## src/rtl/timer_cmd_serializer.sv

```systemverilog
// Purpose : queues 4-bit delay requests and serializes each as start pattern 1101 + delay (MSB-first) to the pattern timer.
// Latency : push into an empty FIFO while idle -> first serial bit two cycles later; ack one cycle after timer_done is seen.
// Backpres: req_ready drops while the request FIFO is full; new requests are accepted in every state, including GAP.
//
// Ports: clk/reset (sync, active-high); req_valid/req_ready/req_delay request handshake;
//        ser_data serial stream to the timer, timer_done/timer_ack timer handshake;
//        cmp_valid/cmp_delay/cmp_err completion report; err_timeout sticky; busy activity.
// Optional watchdog in WAIT_DONE: define TIMER_CMD_WDOG_EN (enables TIMEOUT parameter,
// cmp_err and err_timeout); without it both error outputs are tied low.
module timer_cmd_serializer #(
    parameter int DEPTH      = 4,
    parameter int GAP_CYCLES = 4
`ifdef TIMER_CMD_WDOG_EN
    ,
    parameter int TIMEOUT    = 20000
`endif
) (
    input  logic       clk,
    input  logic       reset,
    input  logic       req_valid,
    output logic       req_ready,
    input  logic [3:0] req_delay,
    output logic       ser_data,
    input  logic       timer_done,
    output logic       timer_ack,
    output logic       cmp_valid,
    output logic [3:0] cmp_delay,
    output logic       cmp_err,
    output logic       err_timeout,
    output logic       busy
);

    localparam int AW = (DEPTH > 1) ? $clog2(DEPTH) : 1;
    localparam int GW = (GAP_CYCLES > 1) ? $clog2(GAP_CYCLES) : 1;
    localparam logic [AW:0]   FULL_CNT = (AW+1)'(DEPTH);
    localparam logic [GW-1:0] GAP_LAST = GW'(GAP_CYCLES - 1);

    typedef enum logic [2:0] {IDLE, SEND, WAIT_DONE, ACK, GAP} state_t;

    state_t          state;
    logic [3:0]      fifo_mem [DEPTH];
    logic [AW-1:0]   wr_ptr;
    logic [AW-1:0]   rd_ptr;
    logic [AW:0]     count;
    logic [7:0]      shift_reg;
    logic [2:0]      bit_cnt;
    logic [GW-1:0]   gap_cnt;
    logic            push;
    logic            pop;

`ifdef TIMER_CMD_WDOG_EN
    localparam logic [14:0] WD_LAST = 15'(TIMEOUT - 1);
    logic [14:0]     wd_cnt;
`else
    assign cmp_err     = 1'b0;
    assign err_timeout = 1'b0;
`endif

    // Occupancy is registered, so req_ready never depends on req_valid.
    assign req_ready = (count != FULL_CNT);
    assign push      = req_valid && req_ready;
    assign pop       = (state == IDLE) && (count != '0);
    assign busy      = (state != IDLE) || (count != '0);

    // Storage carries no reset: an entry is only read after it was written.
    always_ff @(posedge clk) begin
        if (push) begin
            fifo_mem[wr_ptr] <= req_delay;
        end
    end

    always_ff @(posedge clk) begin
        if (reset) begin
            wr_ptr <= '0;
            rd_ptr <= '0;
            count  <= '0;
        end else begin
            if (push) wr_ptr <= wr_ptr + AW'(1);
            if (pop)  rd_ptr <= rd_ptr + AW'(1);
            case ({push, pop})
                2'b10:   count <= count + (AW+1)'(1);
                2'b01:   count <= count - (AW+1)'(1);
                default: count <= count;
            endcase
        end
    end

    always_ff @(posedge clk) begin
        if (reset) begin
            state     <= IDLE;
            shift_reg <= '0;
            bit_cnt   <= '0;
            gap_cnt   <= '0;
            ser_data  <= 1'b0;
            timer_ack <= 1'b0;
            cmp_valid <= 1'b0;
            cmp_delay <= '0;
`ifdef TIMER_CMD_WDOG_EN
            wd_cnt      <= '0;
            cmp_err     <= 1'b0;
            err_timeout <= 1'b0;
`endif
        end else begin
            // Pulses and the serial line default low; only SEND drives data.
            ser_data  <= 1'b0;
            timer_ack <= 1'b0;
            cmp_valid <= 1'b0;
`ifdef TIMER_CMD_WDOG_EN
            cmp_err   <= 1'b0;
`endif
            case (state)
                IDLE: begin
                    if (pop) begin
                        shift_reg <= {4'b1101, fifo_mem[rd_ptr]};
                        cmp_delay <= fifo_mem[rd_ptr];
                        bit_cnt   <= '0;
                        state     <= SEND;
                    end
                end
                SEND: begin
                    ser_data  <= shift_reg[7];
                    shift_reg <= {shift_reg[6:0], 1'b0};
                    bit_cnt   <= bit_cnt + 3'd1;
                    if (bit_cnt == 3'd7) begin
                        state <= WAIT_DONE;
`ifdef TIMER_CMD_WDOG_EN
                        wd_cnt <= '0;
`endif
                    end
                end
                WAIT_DONE: begin
                    // timer_done wins over a watchdog expiry on the same cycle.
                    if (timer_done) begin
                        state     <= ACK;
                        timer_ack <= 1'b1;
                        cmp_valid <= 1'b1;
                    end
`ifdef TIMER_CMD_WDOG_EN
                    else if (wd_cnt == WD_LAST) begin
                        state       <= GAP;
                        gap_cnt     <= '0;
                        cmp_valid   <= 1'b1;
                        cmp_err     <= 1'b1;
                        err_timeout <= 1'b1;
                    end else begin
                        wd_cnt <= wd_cnt + 15'd1;
                    end
`endif
                end
                ACK: begin
                    state   <= GAP;
                    gap_cnt <= '0;
                end
                GAP: begin
                    // Zeros here flush the timer's pattern shifter before the next frame.
                    if (gap_cnt == GAP_LAST) begin
                        state <= IDLE;
                    end else begin
                        gap_cnt <= gap_cnt + GW'(1);
                    end
                end
                default: state <= IDLE;
            endcase
        end
    end

endmodule

```

## config.mk

```make
export PLATFORM = sky130hd
export DESIGN_NAME = timer_cmd_serializer
export DESIGN_NICKNAME = d
export VERILOG_FILES = /design/src/rtl/timer_cmd_serializer.sv
export SDC_FILE = /design/constraint.sdc
export NUM_CORES = 1
export LEC_CHECK = 0
export BUFFER_PORTS_ARGS = -buffer_cell sky130_fd_sc_hd__buf_2
export CORE_ASPECT_RATIO = 1.1
export CORE_MARGIN = 1.5
export CORE_UTILIZATION = 58
export DETAILED_ROUTE_END_ITERATION = 7
export PLACE_DENSITY = 0.78
export SKIP_CTS_REPAIR_TIMING = 1
export SYNTH_ARGS = -nofsm -noshare
export SYNTH_HDL_FRONTEND = slang
export SYNTH_SLANG_ARGS = --single-unit
```

## constraint.sdc

```tcl
create_clock -name clk -period 3 [get_ports clk]
set_input_delay 0.6 -clock clk [delete_from_list [all_inputs] [get_ports clk]]
set_output_delay 0.6 -clock clk [all_outputs]
set_load 0.01 [all_outputs]
```

==> results.md <==
* First-pass GRT wire length at 5520 um
* Die H at 65.2 um
* Remaining global-route overflow at 0
* Die span in x at 59.6 um
* Slowest cell on the critical path: dfxtp_1
* Mapped Cells at 181
* Combinational power share at 0.373
* Max Cap Viol at 0
* Max Fclk at 399 MHz
* Clk sinks at 47
* Clk_skew at 7.58 ps
* Primary FF master, synth: dfxtp_1
* Ys async rst share at 0
* NetSw at 753 uW
* Setup WS post-layout at 491 ps
* Clk slew on worst S/H paths at 140 ps
* RSZ-0062 raised after global routing: no
* Dpl ws at 518 ps
* Most common cell after layout, fill and taps aside: dfxtp_1
* Hold_ws at 460 ps
* Cell Chain, Critical Path: nor3_4, nand2_4, inv_2, ha_1, inv_1, fa_1, xor2_1, or3_1, a21oi_1
* Storage element area at 1100 sq um
* Via count at 1292
* FILL cells at 268
* Longest Clk Path Bufs at 2
* Peak supply drop at 603 uV
* Drt pass-1 iters at 4
* Initial antenna violation count at 0
* Max incr delay on CP at 480 ps
* # setup viols final at 0
* Tightest Hold Check Type: in -> reg
* WP data required at 3290 ps
* Area grow syn2layout at 7.84%
* Leak at 0.000887 uW
* H-tree depth at 2
* Pint at 1350 uW
* TritonCTS Buffers at 5
* Synth Register Bits at 47
* CP startpoint kind: register
* Gp weighted congestion at 0.759
* DP Wirelength at 2420 um
* Post-route ant nets at 0
* Tot GR Track Use at 0.190
* Clock share of power at 0.182
* Skew-Pair Late Insertion Delay at 350 ps
* Most frequent cells in the layout: dfxtp_1 (31), nor2_1 (18), nand2_1 (17), edfxtp_1 (16), buf_2 (16)
* Slew Viols, Final at 0
* Post-route DRC violation count at 0
* Placed Cells at 236
* DIE AREA at 3890 sq um
* Finished Layout Cells at 244
* Pin count of the biggest net entering global routing at 26
* Clock root buffer: clkbuf_4
* Seq/Total Area, Yosys at 0.539
* Multi-input logic area at 838 sq um
* Synth cell types at 47
* Reg power frac at 0.445
* Critical Path AT at 2800 ps
* Max FFs per register at 16
* Final Core Density at 0.656
* Post-Route WL at 3220 um
* Via/cell ratio at 5.30
* Crit path max-delay family: simple AND/OR/NAND/NOR gates
* Initial core utilization at 0.608
* PortBufs at 16
* Buffer and inverter count on the worst path at 2
* Final min period at 2510 ps
* ANT cells at 0
* Hold Vio Cnt, Final at 0
* PwrDens at 955 nW/um^2
* YS warnings at 0
* Iter 0 DRT Violations at 81
* Post-Synthesis Cell Area at 2040 sq um
* Core footprint at 3360 sq um
* Placement Rows at 22
* Ports at 19
* Outcome: complete, no violations
* Sw Share at 0.358
* Vias in the first global route at 1273
* Final net count at 212
* Syn Area/Cell at 11.3 sq um
* Share of layout cells above drive strength 1 at 0.204
* Crit Path Max Fanout at 12
* Post-synth EDFFs at 16
* TNS Setup at 0 ps
* Tcrit/Tclk final at 0.836
* Kind of critical path: reg -> reg
* CTS tree: yes
* Crit. End Element: register
* Avg WL per Cell at 13.2 um
==> Yosys cell counts, drive strengths merged (3+ instances only) <==
master | count | area, sq um
inv | 10 | 37.5
ha | 8 | 100
a22oi | 3 | 22.5
a2bb2oi | 3 | 26.3
mux4 | 4 | 90.1
edfxtp | 16 | 480
a21oi | 12 | 60.1
clkbuf | 4 | 16.3
nor2 | 19 | 73.8
o21ai | 6 | 33.8
xor2 | 4 | 35.0
dfxtp | 31 | 621
nor3 | 6 | 41.3
nand2 | 18 | 75.1
buf | 6 | 52.6
and3 | 5 | 31.3
==> cell type report <==
class,count,share of cell area
sequential,47,0.500
clock inverter,3,0.0216
timing repair buffer,16,0.0364
tap,48,0.0273
multi-input combinational,115,0.381
clock buffer,5,0.0170
inverter,10,0.0170
==> layer usage <==
metal	global-route usage	part of all wire	vias up	wire, um
met5	0	0	-	0
met4	0.0583	0.0093	0	30
met3	0.0492	0.031	4	101
met2	0.331	0.52	19	1670
met1	0.227	0.44	616	1410
li1	-	-	653	-
==> logic make-up (layout without fill, tap and decap cells) <==
logic type	count (synthesis)	count (layout)	synth area share
AO/OA/AOI/OAI	31	31	0.105
XOR/XNOR	6	6	0.0257
adder cells (fa/ha/maj)	9	9	0.0588
buffers and inverters	20	34	0.0521
flip-flops	47	47	0.539
multiplexers	6	6	0.0564
other	1	2	0.00184
AND/OR/NAND/NOR	61	61	0.161
==> per-stage QoR <==
| stage | total power, uW | cell area, sq um |
|---|---|---|
| after global placement | 1690 | 2120 |
| after global routing | 2250 | 2200 |
| after CTS | 2120 | 2200 |
| final | 2100 | 2200 |
| after floorplan | 1590 | 2050 |
| after detailed placement | 1730 | 2120 |
==> worst register-to-register path: stages, from the launching register on <==
cell and delay [ps]:
dfxtp_1 480, nor3_4 380, nand2_4 110, inv_2 190, ha_1 230, inv_1 60, fa_1 370, xor2_1 170
or3_1 320, a21oi_1 140
==> path summary, 6_finish.rpt <==
path                start              to  slack [ps]  cells past startpoint
max              state[0]        count[2]         490                      9
min          req_delay[0]  fifo_mem[0][0]         460                      1
max reg2reg      state[0]        count[2]         490                      9
min reg2reg  cmp_delay[1]    cmp_delay[1]         470                      2
==> power groups by stage <==
stage / sequential, uW / combinational, uW / clock (uW)
4_1_cts: 938 / 791 / 392
3_5_place_dp: 952 / 782 / 0
5_1_grt: 958 / 870 / 420
6_report: 936 / 785 / 382
2_1_floorplan: 914 / 681 / 0
3_3_place_gp: 939 / 752 / 0
No activity file was read; power rests on OpenSTA's default activity.
